`src/rtl/apb_pkg.sv`:
```
// Shared types and sizing helpers for the APB scratch/config memory.
// Widths that depend on module parameters are derived via the functions below.
package apb_pkg;

  typedef enum logic {
    IDLE   = 1'b0,
    ACCESS = 1'b1
  } apb_state_e;

  function automatic int strb_width(input int data_w);
    return data_w / 8;
  endfunction

  // Wait counter must hold WAIT_STATES; keep at least one bit when there are none.
  function automatic int wcnt_width(input int wait_states);
    return (wait_states > 0) ? $clog2(wait_states + 1) : 1;
  endfunction

endpackage

```
`src/rtl/apb_slave_mem_if.sv`:
```
// APB completer bus bundle: request signals from the bridge, response signals back.
interface apb_slave_mem_if
  import apb_pkg::*;
#(
  parameter int ADDR_W = 8,
  parameter int DATA_W = 32
);
  localparam int STRB_W = strb_width(DATA_W);

  logic              p_sel;
  logic              p_enable;
  logic              p_write;
  logic [ADDR_W-1:0] p_addr;
  logic [DATA_W-1:0] p_wdata;
  logic [STRB_W-1:0] p_strb;
  logic              p_ready;
  logic [DATA_W-1:0] p_rdata;
  logic              p_slverr;
  logic              p_proterr;

  modport slave (
    input  p_sel, p_enable, p_write, p_addr, p_wdata, p_strb,
    output p_ready, p_rdata, p_slverr, p_proterr
  );

  modport master (
    output p_sel, p_enable, p_write, p_addr, p_wdata, p_strb,
    input  p_ready, p_rdata, p_slverr, p_proterr
  );
endinterface

```
`src/rtl/apb_mem_bank.sv`:
```
// DEPTH x DATA_W flop memory with a byte-enable write port and asynchronous read.
// The whole array clears on reset so config words start from a known value.
module apb_mem_bank
  import apb_pkg::*;
#(
  parameter int DEPTH  = 16,
  parameter int DATA_W = 32,
  parameter int IDX_W  = (DEPTH > 1) ? $clog2(DEPTH) : 1,
  parameter int STRB_W = strb_width(DATA_W)
) (
  input  logic              p_clk,
  input  logic              p_reset,
  input  logic              we,
  input  logic [IDX_W-1:0]  addr,
  input  logic [DATA_W-1:0] wdata,
  input  logic [STRB_W-1:0] strb,
  output logic [DATA_W-1:0] rdata
);

  logic [DATA_W-1:0] mem_reg [DEPTH];
  logic [STRB_W-1:0] lane_we;

  genvar gi;
  generate
    for (gi = 0; gi < STRB_W; gi++) begin : g_lane
      assign lane_we[gi] = we & strb[gi];
    end
  endgenerate

  always_ff @(posedge p_clk or posedge p_reset) begin
    if (p_reset) begin
      for (int w = 0; w < DEPTH; w++) begin
        mem_reg[w] <= '0;
      end
    end else begin
      for (int b = 0; b < STRB_W; b++) begin
        if (lane_we[b]) begin
          mem_reg[addr][8*b +: 8] <= wdata[8*b +: 8];
        end
      end
    end
  end

  assign rdata = mem_reg[addr];

endmodule

```
`src/rtl/apb_slave_mem.sv`:
```
// APB3/APB4 completer fronting a small word memory: wait states, byte strobes,
// read-only low region, PSLVERR on bad access and protocol-violation pulses.
module apb_slave_mem
  import apb_pkg::*;
#(
  parameter int ADDR_W      = 8,
  parameter int DATA_W      = 32,
  parameter int DEPTH       = 16,
  parameter int WAIT_STATES = 0,
  parameter int RO_WORDS    = 0
) (
  input  logic            p_clk,
  input  logic            p_reset,
  apb_slave_mem_if.slave  bus
);

  localparam int STRB_W = strb_width(DATA_W);
  localparam int WCNT_W = wcnt_width(WAIT_STATES);
  localparam int IDX_W  = (DEPTH > 1) ? $clog2(DEPTH) : 1;

  localparam logic [WCNT_W-1:0] WCNT_LOAD = WCNT_W'(WAIT_STATES);
  localparam logic [ADDR_W:0]   DEPTH_L   = (ADDR_W + 1)'(DEPTH);

  apb_state_e        state_reg;
  logic [WCNT_W-1:0] wcnt_reg;
  logic [ADDR_W-1:0] addr_reg;
  logic              write_reg;
  logic [DATA_W-1:0] wdata_reg;
  logic [STRB_W-1:0] strb_reg;
  logic              proterr_reg;

  logic              ready;
  logic              out_of_range;
  logic              in_ro;
  logic              err;
  logic              access_ok;
  logic              mem_we;
  logic [DATA_W-1:0] rd_word;

  assign out_of_range = ({1'b0, addr_reg} >= DEPTH_L);

  generate
    if (RO_WORDS > 0) begin : g_ro
      localparam logic [ADDR_W:0] RO_L = (ADDR_W + 1)'(RO_WORDS);
      assign in_ro = ({1'b0, addr_reg} < RO_L);
    end else begin : g_no_ro
      assign in_ro = 1'b0;
    end
  endgenerate

  assign err = out_of_range | (write_reg & in_ro);

  // The master must hold select, enable and the captured request steady until completion.
  assign access_ok = bus.p_sel & bus.p_enable
                   & (bus.p_addr  == addr_reg)
                   & (bus.p_write == write_reg)
                   & (bus.p_wdata == wdata_reg);

  assign ready  = (state_reg == ACCESS) && (wcnt_reg == '0);
  assign mem_we = ready & access_ok & write_reg & ~err;

  apb_mem_bank #(
    .DEPTH  (DEPTH),
    .DATA_W (DATA_W),
    .IDX_W  (IDX_W),
    .STRB_W (STRB_W)
  ) u_bank (
    .p_clk   (p_clk),
    .p_reset (p_reset),
    .we      (mem_we),
    .addr    (addr_reg[IDX_W-1:0]),
    .wdata   (wdata_reg),
    .strb    (strb_reg),
    .rdata   (rd_word)
  );

  always_ff @(posedge p_clk or posedge p_reset) begin
    if (p_reset) begin
      state_reg   <= IDLE;
      wcnt_reg    <= '0;
      addr_reg    <= '0;
      write_reg   <= 1'b0;
      wdata_reg   <= '0;
      strb_reg    <= '0;
      proterr_reg <= 1'b0;
    end else begin
      proterr_reg <= 1'b0;
      case (state_reg)
        IDLE: begin
          if (bus.p_sel && !bus.p_enable) begin
            state_reg <= ACCESS;
            wcnt_reg  <= WCNT_LOAD;
            addr_reg  <= bus.p_addr;
            write_reg <= bus.p_write;
            wdata_reg <= bus.p_wdata;
            strb_reg  <= bus.p_strb;
          end else if (bus.p_sel && bus.p_enable) begin
            proterr_reg <= 1'b1;
          end
        end
        ACCESS: begin
          if (!access_ok) begin
            state_reg   <= IDLE;
            wcnt_reg    <= '0;
            proterr_reg <= 1'b1;
          end else if (wcnt_reg == '0) begin
            state_reg <= IDLE;
          end else begin
            wcnt_reg <= wcnt_reg - WCNT_W'(1);
          end
        end
        default: begin
          state_reg <= IDLE;
          wcnt_reg  <= '0;
        end
      endcase
    end
  end

  // Responses decode only from registered state, keeping inputs off the output paths.
  assign bus.p_ready   = ready;
  assign bus.p_slverr  = ready & err;
  assign bus.p_rdata   = (ready & ~write_reg & ~err) ? rd_word : '0;
  assign bus.p_proterr = proterr_reg;

endmodule
```
`src/flat_wrapper.sv`:
```
// flat-port wrapper written by rule: the top's interface ports become plain ports
module apb_slave_mem_flat import apb_pkg::*;
#(
  parameter int ADDR_W      = 8,
  parameter int DATA_W      = 32,
  parameter int DEPTH       = 16,
  parameter int WAIT_STATES = 0,
  parameter int RO_WORDS    = 0
)
  (p_clk, p_reset, bus_p_sel, bus_p_enable, bus_p_write, bus_p_addr, bus_p_wdata, bus_p_strb, bus_p_ready, bus_p_rdata, bus_p_slverr, bus_p_proterr);
  apb_slave_mem_if #(.ADDR_W(ADDR_W), .DATA_W(DATA_W)) bus_i ();
  input  logic p_clk;
  input  logic p_reset;
  input wire logic [$bits(bus_i.p_sel)-1:0] bus_p_sel;
  input wire logic [$bits(bus_i.p_enable)-1:0] bus_p_enable;
  input wire logic [$bits(bus_i.p_write)-1:0] bus_p_write;
  input wire logic [$bits(bus_i.p_addr)-1:0] bus_p_addr;
  input wire logic [$bits(bus_i.p_wdata)-1:0] bus_p_wdata;
  input wire logic [$bits(bus_i.p_strb)-1:0] bus_p_strb;
  output wire logic [$bits(bus_i.p_ready)-1:0] bus_p_ready;
  output wire logic [$bits(bus_i.p_rdata)-1:0] bus_p_rdata;
  output wire logic [$bits(bus_i.p_slverr)-1:0] bus_p_slverr;
  output wire logic [$bits(bus_i.p_proterr)-1:0] bus_p_proterr;
  assign bus_i.p_sel = bus_p_sel;
  assign bus_i.p_enable = bus_p_enable;
  assign bus_i.p_write = bus_p_write;
  assign bus_i.p_addr = bus_p_addr;
  assign bus_i.p_wdata = bus_p_wdata;
  assign bus_i.p_strb = bus_p_strb;
  assign bus_p_ready = bus_i.p_ready;
  assign bus_p_rdata = bus_i.p_rdata;
  assign bus_p_slverr = bus_i.p_slverr;
  assign bus_p_proterr = bus_i.p_proterr;
  apb_slave_mem #(.ADDR_W(ADDR_W), .DATA_W(DATA_W), .DEPTH(DEPTH), .WAIT_STATES(WAIT_STATES), .RO_WORDS(RO_WORDS)) u_core (.p_clk(p_clk), .p_reset(p_reset), .bus(bus_i));
endmodule
```
`config.mk`:
```
export PLATFORM = sky130hd
export DESIGN_NAME = apb_slave_mem_flat
export DESIGN_NICKNAME = d
export VERILOG_FILES = /design/src/rtl/apb_pkg.sv /design/src/rtl/apb_slave_mem_if.sv /design/src/rtl/apb_mem_bank.sv /design/src/rtl/apb_slave_mem.sv /design/src/flat_wrapper.sv
export SDC_FILE = /design/constraint.sdc
export NUM_CORES = 1
export LEC_CHECK = 0
export ABC_CLOCK_PERIOD_IN_PS = 50100
export BUFFER_PORTS_ARGS = -buffer_cell sky130_fd_sc_hd__buf_4
export CAP_MARGIN = 10
export CORE_MARGIN = 2
export CORE_UTILIZATION = 62
export CTS_BUF_LIST = sky130_fd_sc_hd__clkbuf_16
export DETAILED_ROUTE_END_ITERATION = 6
export PLACE_DENSITY = 0.8
export SKIP_LAST_GASP = 1
export SLEW_MARGIN = 15
export SYNTH_ARGS = -nofsm -noshare
export SYNTH_HDL_FRONTEND = slang
export SYNTH_SLANG_ARGS = --single-unit
```
`constraint.sdc`:
```
create_clock -name p_clk -period 50.1 [get_ports p_clk]
set_clock_uncertainty 0.2 [all_clocks]
set_input_delay 2.505 -clock p_clk [delete_from_list [all_inputs] [get_ports p_clk]]
set_output_delay 2.505 -clock p_clk [all_outputs]
set_load 0.05 [all_outputs]
```
# Yosys cells after proc, flatten, opt, wreduce, memory -nomap -nowiden

Index checks and enable logic that the tools add are counted.

Flip-flop bits (word level): 560
Bits in latches: 0
Memory bits (writable): 0
Memory bits (read-only): 0
Bits of input ports: 49
Output and inout port bits: 35
Word-level logic and storage cells: 88
Memories kept: 0

Add/subtract/negate cells: 1
$mul: 0
Divide/modulo/power cells: 0
$lt $le $gt $ge: 3
Equal/unequal tests: 4
Shifts and indexed selects: 0
Multiplexer cells: 32
Bitwise gates (word level): 19
Reduce and logical (&&, ||, !) cells: 6

Operator list:

| kind                  | number |
|---|---|
| $bwmux W512           | 4 |
| $mux W512             | 4 |
| $demux W32 S4         | 4 |
| $bmux W32 S4          | 1 |
| $mux W32              | 4 |
| $eq A32 B32 Y1        | 1 |
| $mux W24              | 1 |
| $mux W16              | 1 |
| $and A1 B1 Y1         | 14 |
| $mux W1               | 9 |
| $eq A8 B8 Y1          | 1 |
| $ge A8 B5 Y1 const B  | 1 |
| $mux W8               | 1 |
| $pmux W1 S2           | 3 |
| $ge A5 B5 Y1 const B  | 1 |
| $lt A5 B1 Y1 const B  | 1 |
| $not A4 Y5            | 1 |
| $logic_and A1 B1 Y1   | 4 |
| $not A1 Y1            | 4 |
| $ne A2 B1 Y1 const B  | 1 |
| $reduce_and A2 Y1     | 1 |
| $eq A1 B1 Y1          | 1 |
| $logic_not A1 Y1      | 1 |
| $sub A1 B1 Y1 const B | 1 |

# Longest topological paths before layout

Gate-level depths: netlist of the first run.

Depth in word-level cells: 15
Mapped depth: 9

# Hierarchy

From an unflattened synthesis of the first run, not the netlist that was laid out.

Cells, all modules: 1639
Area total of the unflattened synthesis: 25737.2 um2

Modules (own cells, without submodules):

| module        | times used | cells each | area an instance (um2) |
|---|---|---|---|
| apb_mem_bank  | 1          | 1433       | 23294.8 |
| apb_slave_mem | 1          | 206        | 2442.3 |

# Least setup slack after synthesis of the first run

No wires, ideal clock.

Path type: register -> output
From: register u_core.addr_reg[4]
To: output bus_p_rdata[0]
Arrival time: 2.787 ns
Data required time: 47.395 ns
Slack: 44.608 ns
Cell stages (with the launch flop): 7
Path buffers: 3
Cell sequence: dfrtp_1 -> or4_1 -> clkbuf_1 -> clkbuf_1 -> or3b_2 -> clkbuf_1 -> nor2b_1

Longest elaborated chain between the ends: 4

RTL lines:

| what                   | RTL line             | source |
|---|---|---|
| start, declared        | apb_slave_mem.sv:26  | `logic [ADDR_W-1:0] addr_reg;` |
| start signal, assigned | apb_slave_mem.sv:93  | `addr_reg <= bus.p_addr;` |
| $ge A8 B5 Y1           | apb_slave_mem.sv:40  | `assign out_of_range = ({1'b0, addr_reg} >= DEPTH_L);` |
| $not A1 Y1             | apb_slave_mem.sv:123 | `assign bus.p_rdata = (ready & ~write_reg & ~err) ? rd_word : '0;` |
| $and A1 B1 Y1          | apb_slave_mem.sv:123 |  |
| $mux W32               | apb_slave_mem.sv:123 |  |
| end, declared          | flat_wrapper.sv:21   | `output wire logic [$bits(bus_i.p_rdata)-1:0] bus_p_rdata;` |

No other way between the ends.

# Worst setup path after layout of the first run

From: register u_core.addr_reg[0]
To: output bus_p_rdata[9]

Longest elaborated chain between the ends: 5
Elaborated cells on any way between the ends: 8
Those cells by class: order compare: 1; mux: 4; bitwise: 3

RTL lines:

| what                                        | RTL line             | source |
|---|---|---|
| $not A4 Y5 (not written as such)            | apb_mem_bank.sv:44   | `assign rdata = mem_reg[addr];` |
| $bmux W32 S4                                | apb_mem_bank.sv:44   |  |
| $mux W32 (not written as such) (2 in a row) | apb_mem_bank.sv:44   |  |
| $mux W32 (*)                                | apb_slave_mem.sv:123 |  |

Every way passes the cells marked *; elsewhere a longest branch is shown, timed or not. The select of a mux whose other input is x is not followed.

==> results of run 1 <==
## through the flow
| stage | util | power (W) | setup slack [ps] |
|---|---|---|---|
| after floorplan | - | 0.000548 | 31760 |
| after global placement | 0.647 | 0.000575 | 43960 |
| after detailed placement | 0.647 | 0.000578 | 43940 |
| after CTS | 0.690 | 0.000991 | 43280 |
| after global routing | 0.690 | 0.00102 | 43160 |
| final | 0.690 | 0.000984 | 43410 |
## logic make-up after synthesis
kind of cell	Yosys count
and+or+nand+nor	172
muxes	714
xor gates and xnor gates	29
AOI/OAI and AO/OA	13
buffers and inverters	138
DFF	559
## power groups by stage
| stage | combinational, W | clock (W) | sequential (W) |
|---|---|---|---|
| 2_1_floorplan | 0.0000785 | 0 | 0.000469 |
| 3_3_place_gp | 0.0000780 | 0 | 0.000497 |
| 3_5_place_dp | 0.0000792 | 0 | 0.000498 |
| 4_1_cts | 0.0000797 | 0.000420 | 0.000490 |
| 5_1_grt | 0.0000844 | 0.000441 | 0.000494 |
| 6_report | 0.0000786 | 0.000415 | 0.000490 |
## final cells by class
type | instances | area [um^2] | share of cell area
repair buffers | 102 | 790 | 0.0274
well taps | 539 | 674 | 0.0234
clock buffers | 57 | 1430 | 0.0495
inverters | 7 | 33.8 | 0.00117
flip-flops and latches | 559 | 14000 | 0.485
clock inverters | 43 | 375 | 0.0130
multi-input cells | 928 | 11500 | 0.400
## metal layers
| metal | routed length, um | vias to the layer above |
|---|---|---|
| li1 | - | 6138 |
| met1 | 25900 | 7876 |
| met2 | 28700 | 446 |
| met3 | 3920 | 145 |
| met4 | 2540 | 2 |
| met5 | 13 | - |
## layout by cell type, fill, tap and decap left out, drive strengths merged
| cell type | synthesis | layout |
|---|---|---|
| dfrtp | 559 | 559 |
| mux2 | 554 | 554 |
| mux4 | 160 | 160 |
| buf | 39 | 102 |
| clkbuf | 92 | 57 |
| nand3 | 45 | 45 |
| nor2b | 38 | 38 |
| clkinv | 0 | 27 |
| nor3 | 20 | 20 |
| xor2 | 17 | 17 |
| inv | 7 | 16 |
| nor4 | 14 | 14 |
| nand2b | 12 | 12 |
| xnor2 | 12 | 12 |
| nand2 | 10 | 10 |
| bufinv | 0 | 7 |
| or4 | 6 | 6 |
| nor2 | 5 | 5 |
| or3 | 5 | 5 |
| nand4 | 5 | 5 |
| a21oi | 4 | 4 |
| and3 | 4 | 4 |
| o2111ai | 3 | 3 |
| o21ai | 3 | 3 |
| and4 | 2 | 2 |
| and2 | 2 | 2 |
| or2 | 2 | 2 |
| o22ai | 1 | 1 |
| a2111oi | 1 | 1 |
| a221oi | 1 | 1 |
| or3b | 1 | 1 |
| nor3b | 1 | 1 |
## final timing paths
path / to / start / cells past startpoint
hold reg to reg: u_core.u_bank.mem_reg[61]$_DFFE_PP0P_ / u_core.u_bank.mem_reg[61]$_DFFE_PP0P_ / 1
min in group asynchronous: u_core.u_bank.mem_reg[422]$_DFFE_PP0P_ / p_reset / 2
setup / recovery: bus_p_rdata[9] / u_core.addr_reg[0]$_DFFE_PP0P_ / 5
max in group asynchronous: u_core.u_bank.mem_reg[496]$_DFFE_PP0P_ / p_reset / 4
hold / removal: u_core.u_bank.mem_reg[61]$_DFFE_PP0P_ / u_core.u_bank.mem_reg[61]$_DFFE_PP0P_ / 1
setup reg to reg: u_core.u_bank.mem_reg[440]$_DFFE_PP0P_ / u_core.addr_reg[0]$_DFFE_PP0P_ / 7
==> qor.yml, run 1 <==
status: "finished clean"
critPathSlowestCell: "dfrtp_4"
synthTopCellsByCount: "559 x dfrtp_1, 526 x mux2_2, 160 x mux4_2, 89 x clkbuf_1, 45 x nand3_1"
firstDrtPassIters: 5
cts-htree-levels: 2
yosys.area.top_type_share: 0.537
ys_async_sr_fraction: 1.00
slew_headroom: 0.337
intPower_w: 0.000732
synth-simple-area-share: 0.0487
setup_viol_count_final: 0
critical_path.cell_chain: "buf_4, mux4_2, mux4_2, nor2b_1, buf_4"
path_class: "reg -> out"
ys_ff_latch: 559
synth_compound_area_frac: 0.00399
synthTopCellsByArea: "dfrtp_1 54%, mux2_2 23%, mux4_2 14%, clkbuf_1 1.3%, nor3_4 1.2%"
clockRootBuffer: "clkbuf_16"
hold_path_class: "reg -> reg"
synth-xor-area-share: 0.00975
gr-total-overflow: 0
port_buffers: 83
dp_hpwl_um: 37200
syn_to_final_growth_pct: 10.6
period_needed_ps: 6690
postSynthAreaPerCell_um2: 16.0
diodes: 0
use_met2: 0.445
placed_area_um2: 27000
powerDensity_nw_per_um2: 34.1
synthAdderAreaFrac: 0
cts_tree: "done"
vdd_drop_max_uv: 23.3
rsz0062_at_grt: "no"
cts_setup_buffers: 0
fmax_mhz: 150
clk_latency_ps: 610
die_w_um: 209
clkTransAtPathRegs_ps: 60
synth_top_family_by_area: "multiplexers"
postCtsHoldBufs: 0
place.gp.congestion: 0.864
hold_ws_ps: 281
syn-cell-area_um2: 26100
cp_top_family: "multiplexers"
grtUsageMet3: 0.0540
core_region_area_um2: 41800
syn_nets: 1674
avgViaCountPerCell: 6.54
yosysMostFrequentCell: "dfrtp_1"
die_area_um2: 43700
clock_power_share: 0.422
cts_buffers: 55
end_kind: "output pin"
synth_flop_cell: "dfrtp_1"
grt_use_total: 0.291
final-hold-violation-count: 0
clockBufferDepth: 3
maxCapViolCount: 0
drive_above_1_share: 0.547
initial_utilization: 0.624
drc: 0
yosys_warnings: 0
r2r_setup_slack_ps: 45050
grt_max_degree: 127
finalNonFillerCells: 2235
final_area_um2: 28800
worst-path-buf-inv: 2
ant_nets: 0
synthCells: 1625
p_sw_frac: 0.256
largest_reg_flops: 512
rows: 75
yosys-mux-area-fraction: 0.380
grt_pass1_wl_um: 94700
grt-busiest-layer: "met2"
yosysUniqueCellTypes: 39
wl_um: 61100
fin_nets: 1702
pwr-share-comb: 0.080
leakage_nw: 14.0
cts-resized-gates: 0
timing.critical_path.from_type: "flop"
critPathArrivalTime_ps: 3980
slowest_delay_ps: 1010
use_met1: 0.417
yosysTopAreaCell: "dfrtp_1"
grt_pass1_vias: 15600
synth_edf_count: 0
p_sw_w: 0.000252
fin_tns_setup_ps: 0
fillers: 2720
slew_violations: 0
path_max_fanout: 50
worst_pin_slew_ps: 995
wire_per_inst_um: 27.3
seq_area_frac_synth: 0.537
vias: 14600
crit_required_ps: 47400
first_iter_violations: 1189
fin_crit_sh: 0.133
antenna_found_initial: 1
ioPinCount: 84
die_y_um: 209
dp.cells: 2134
cts_sinks: 559
pwr-share-seq: 0.498
No activity file was read; power rests on OpenSTA's default activity.
==> run 2: changes to the inputs <==
--- a/config.mk
+++ b/config.mk
@@ -5,14 +5,14 @@
 export SDC_FILE = /design/constraint.sdc
 export NUM_CORES = 1
 export LEC_CHECK = 0
-export ABC_CLOCK_PERIOD_IN_PS = 50100
+export ABC_CLOCK_PERIOD_IN_PS = 5900
 export BUFFER_PORTS_ARGS = -buffer_cell sky130_fd_sc_hd__buf_4
 export CAP_MARGIN = 10
 export CORE_MARGIN = 2
-export CORE_UTILIZATION = 62
+export CORE_UTILIZATION = 56
 export CTS_BUF_LIST = sky130_fd_sc_hd__clkbuf_16
 export DETAILED_ROUTE_END_ITERATION = 6
-export PLACE_DENSITY = 0.8
+export PLACE_DENSITY = 0.76
 export SKIP_LAST_GASP = 1
 export SLEW_MARGIN = 15
 export SYNTH_ARGS = -nofsm -noshare
==> constraint.sdc (replaced) <==
create_clock -name p_clk -period 5.9 [get_ports p_clk]
set_clock_uncertainty 0.2 [all_clocks]
set_input_delay 0.295 -clock p_clk [delete_from_list [all_inputs] [get_ports p_clk]]
set_output_delay 0.295 -clock p_clk [all_outputs]
set_load 0.05 [all_outputs]
==> run 2 against run 1 <==
  * The run now ends with DRC left
  * Utilization fell by 5.1 points
  * Register-to-register slack got worse by 43000 ps
  * Via count is 1.8% higher
  * First-iteration DRC count is 0.93% lower
  * Routed wire length rose by 2.0%
  * Clock-buffer cell count unchanged
  * Design area is 2.5% higher
  * Global-route usage fell by 2.3 points
  * Setup slack worse by 42000 ps
  * Power increased to 8.5 times the previous value
  * Cell count rose by 6.3%
  * Worst hold slack worse by 190 ps
  * Critical path type unchanged
  * Highest routed layer is now met4
==> qor.yml, run 2 (synthesis results as in run 1) <==
mostFrequentLayoutCell: "dfrtp_1"
period_needed_ps: 4240
placed_area_um2: 27300  # +1.1%
critPathArrivalTime_ps: 3750  # -230 ps
wire_per_inst_um: 26.2  # -4.1%
place.gp.congestion: 0.869  # +0.51%
largest_reg_flops: 512  # unchanged
cts-resized-gates: 0  # unchanged
ioPinCount: 84  # unchanged
grt_pass1_wl_um: 95400  # +0.66%
cp_top_family: "multiplexers"
cts_sinks: 559  # unchanged
maxCapViolCount: 0  # unchanged
critical_path.cell_chain: "buf_12, mux4_2, mux4_2, nor2b_1, buf_4"
final_area_um2: 29600  # +2.5%
fin_crit_sh: 0.719
vias: 14900  # +1.8%
die_w_um: 220  # +5.1%
path_max_fanout: 98  # +96%
finalNonFillerCells: 2375  # +6.3%
worst-path-buf-inv: 2  # unchanged
vdd_drop_max_uv: 205  # +780%
grt_max_degree: 165  # +30%
timing.critical_path.from_type: "flop"
final-hold-violation-count: 0  # unchanged
violations: "DRC"
crit_required_ps: 5410  # -41,990 ps
diodes: 0  # unchanged
wl_um: 62300  # +2.0%
clk_latency_ps: 620  # about the same
leakage_nw: 14.3  # +1.9%
die_y_um: 220  # +5.1%
core_region_area_um2: 46300  # +11%
final_cell_mix: "556 x dfrtp_1, 526 x mux2_2, 160 x mux4_2, 118 x buf_4, 57 x clkbuf_16"
path_class: "reg -> out"
grt_use_total: 0.269  # -0.0228
dp_hpwl_um: 37700  # +1.2%
drive_above_1_share: 0.537  # -0.00925
initial_utilization: 0.563  # -0.0607
cts_tree: "done"
first_iter_violations: 1178  # -0.93%
cts_buffers: 56  # +1.8%
die_area_um2: 48300  # +11%
slowest_delay_ps: 870  # -140 ps
hold_ws_ps: 95.2  # -186 ps
ant_nets: 0  # unchanged
firstDrtPassIters: 7  # +2
setup_viol_count_final: 0  # unchanged
grt_pass1_vias: 15500  # -0.79%
port_buffers: 83  # unchanged
rows: 79  # +5.3%
clkTransAtPathRegs_ps: 60  # about the same
hold_path_class: "in -> async"
gr-total-overflow: 0  # unchanged
dp.cells: 2224  # +4.2%
cts_setup_buffers: 0  # unchanged
antenna_found_initial: 0  # -1
fmax_mhz: 236
syn_to_final_growth_pct: 13.4
worst_path_most_repeated_cell: "mux4_2"
slew_headroom: 0.295  # -0.0414
end_kind: "output pin"
fin_nets: 1772  # +4.1%
rsz0062_at_grt: "no"
cts-htree-levels: 2  # unchanged
worst_pin_slew_ps: 1060  # +62.1 ps
powerDensity_nw_per_um2: 282  # +730%
critPathSlowestCell: "dfrtp_4"
post-route-util: 0.639  # -0.0514
clockRootBuffer: "clkbuf_16"
avgViaCountPerCell: 6.26  # -4.2%
status: "finished, violations left"
slew_violations: 0  # unchanged
drc: 5  # +5
clockBufferDepth: 3  # unchanged
-- run 2: changes by cell type in the layout (fill, tap and decap cells not counted), sizes merged --
cell,before,now
bufinv,7,5
buf,102,123
clkinvlp,0,3
clkinv,27,29
dlygate4sd3,0,48
-- run 2: cell type report --
| type | instances | area (um^2) |
|---|---|---|
| Sequential cell | 559 | 14000 |
| Multi-Input combinational cell | 928 | 11500 |
| Tap cell | 607 | 759 |
| Fill cell | 3346 | 16700 |
| Timing Repair Buffer | 171 | 1470 |
| Inverter | 7 | 30.0 |
| Clock inverter | 46 | 348 |
| Clock buffer | 57 | 1430 |
-- run 2: metal layers --
layer | global-route usage | wire [um]
met1 | 0.375 | 26100
met3 | 0.0584 | 4220
met2 | 0.420 | 29700
met4 | 0.0982 | 2250
met5 | 0 | 0
-- run 2: timing repair --
| action | in CTS | in global routing |
|---|---|---|
| hold endpoints to repair | 61 | 0 |
| setup endpoints to repair | 0 | 0 |
| hold buffers | 48 | 0 |
-- run 2: worst paths after layout --
kind,startpoint,endpoint,slack (ps),depth (start not counted)
min in group p_clk,bus_p_enable,u_core.state_reg$_DFF_PP0_,150,3
max in group asynchronous,p_reset,u_core.u_bank.mem_reg[450]$_DFFE_PP0P_,3770,5
max reg2reg,u_core.wdata_reg[22]$_DFFE_PP0P_,u_core.u_bank.mem_reg[147]$_DFFE_PP0P_,1690,6
min reg2reg,u_core.u_bank.mem_reg[67]$_DFFE_PP0P_,u_core.u_bank.mem_reg[67]$_DFFE_PP0P_,290,1
min,p_reset,u_core.u_bank.mem_reg[189]$_DFFE_PP0P_,100,3
max,u_core.addr_reg[0]$_DFFE_PP0P_,bus_p_rdata[0],1660,5
-- run 2: through the flow --
step,TNS (ps),power [W],worst slack [ps]
2_1_floorplan,-1232450,0.00465,-2200
3_5_place_dp,0,0.00491,1850
5_1_grt,0,0.00862,1510
4_1_cts,0,0.00839,1580
3_3_place_gp,0,0.00490,1910
6_report,0,0.00833,1660
-- run 2: worst register-to-register path: stages, from the launching register on --
cell and delay [ps]:
dfrtp_1 570, xor2_1 260, a221oi_1 500, nand4_2 520
or4_1 920, nor3_4 690, mux2_2 420
-- run 2: where the power goes --
group	total (W)	internal [W]	switching [W]
Sequential	0.00413	0.00389	0.000242
Clock	0.00347	0.00197	0.00150
Combinational	0.000735	0.000305	0.000430
Total	0.00833	0.00616	0.00217
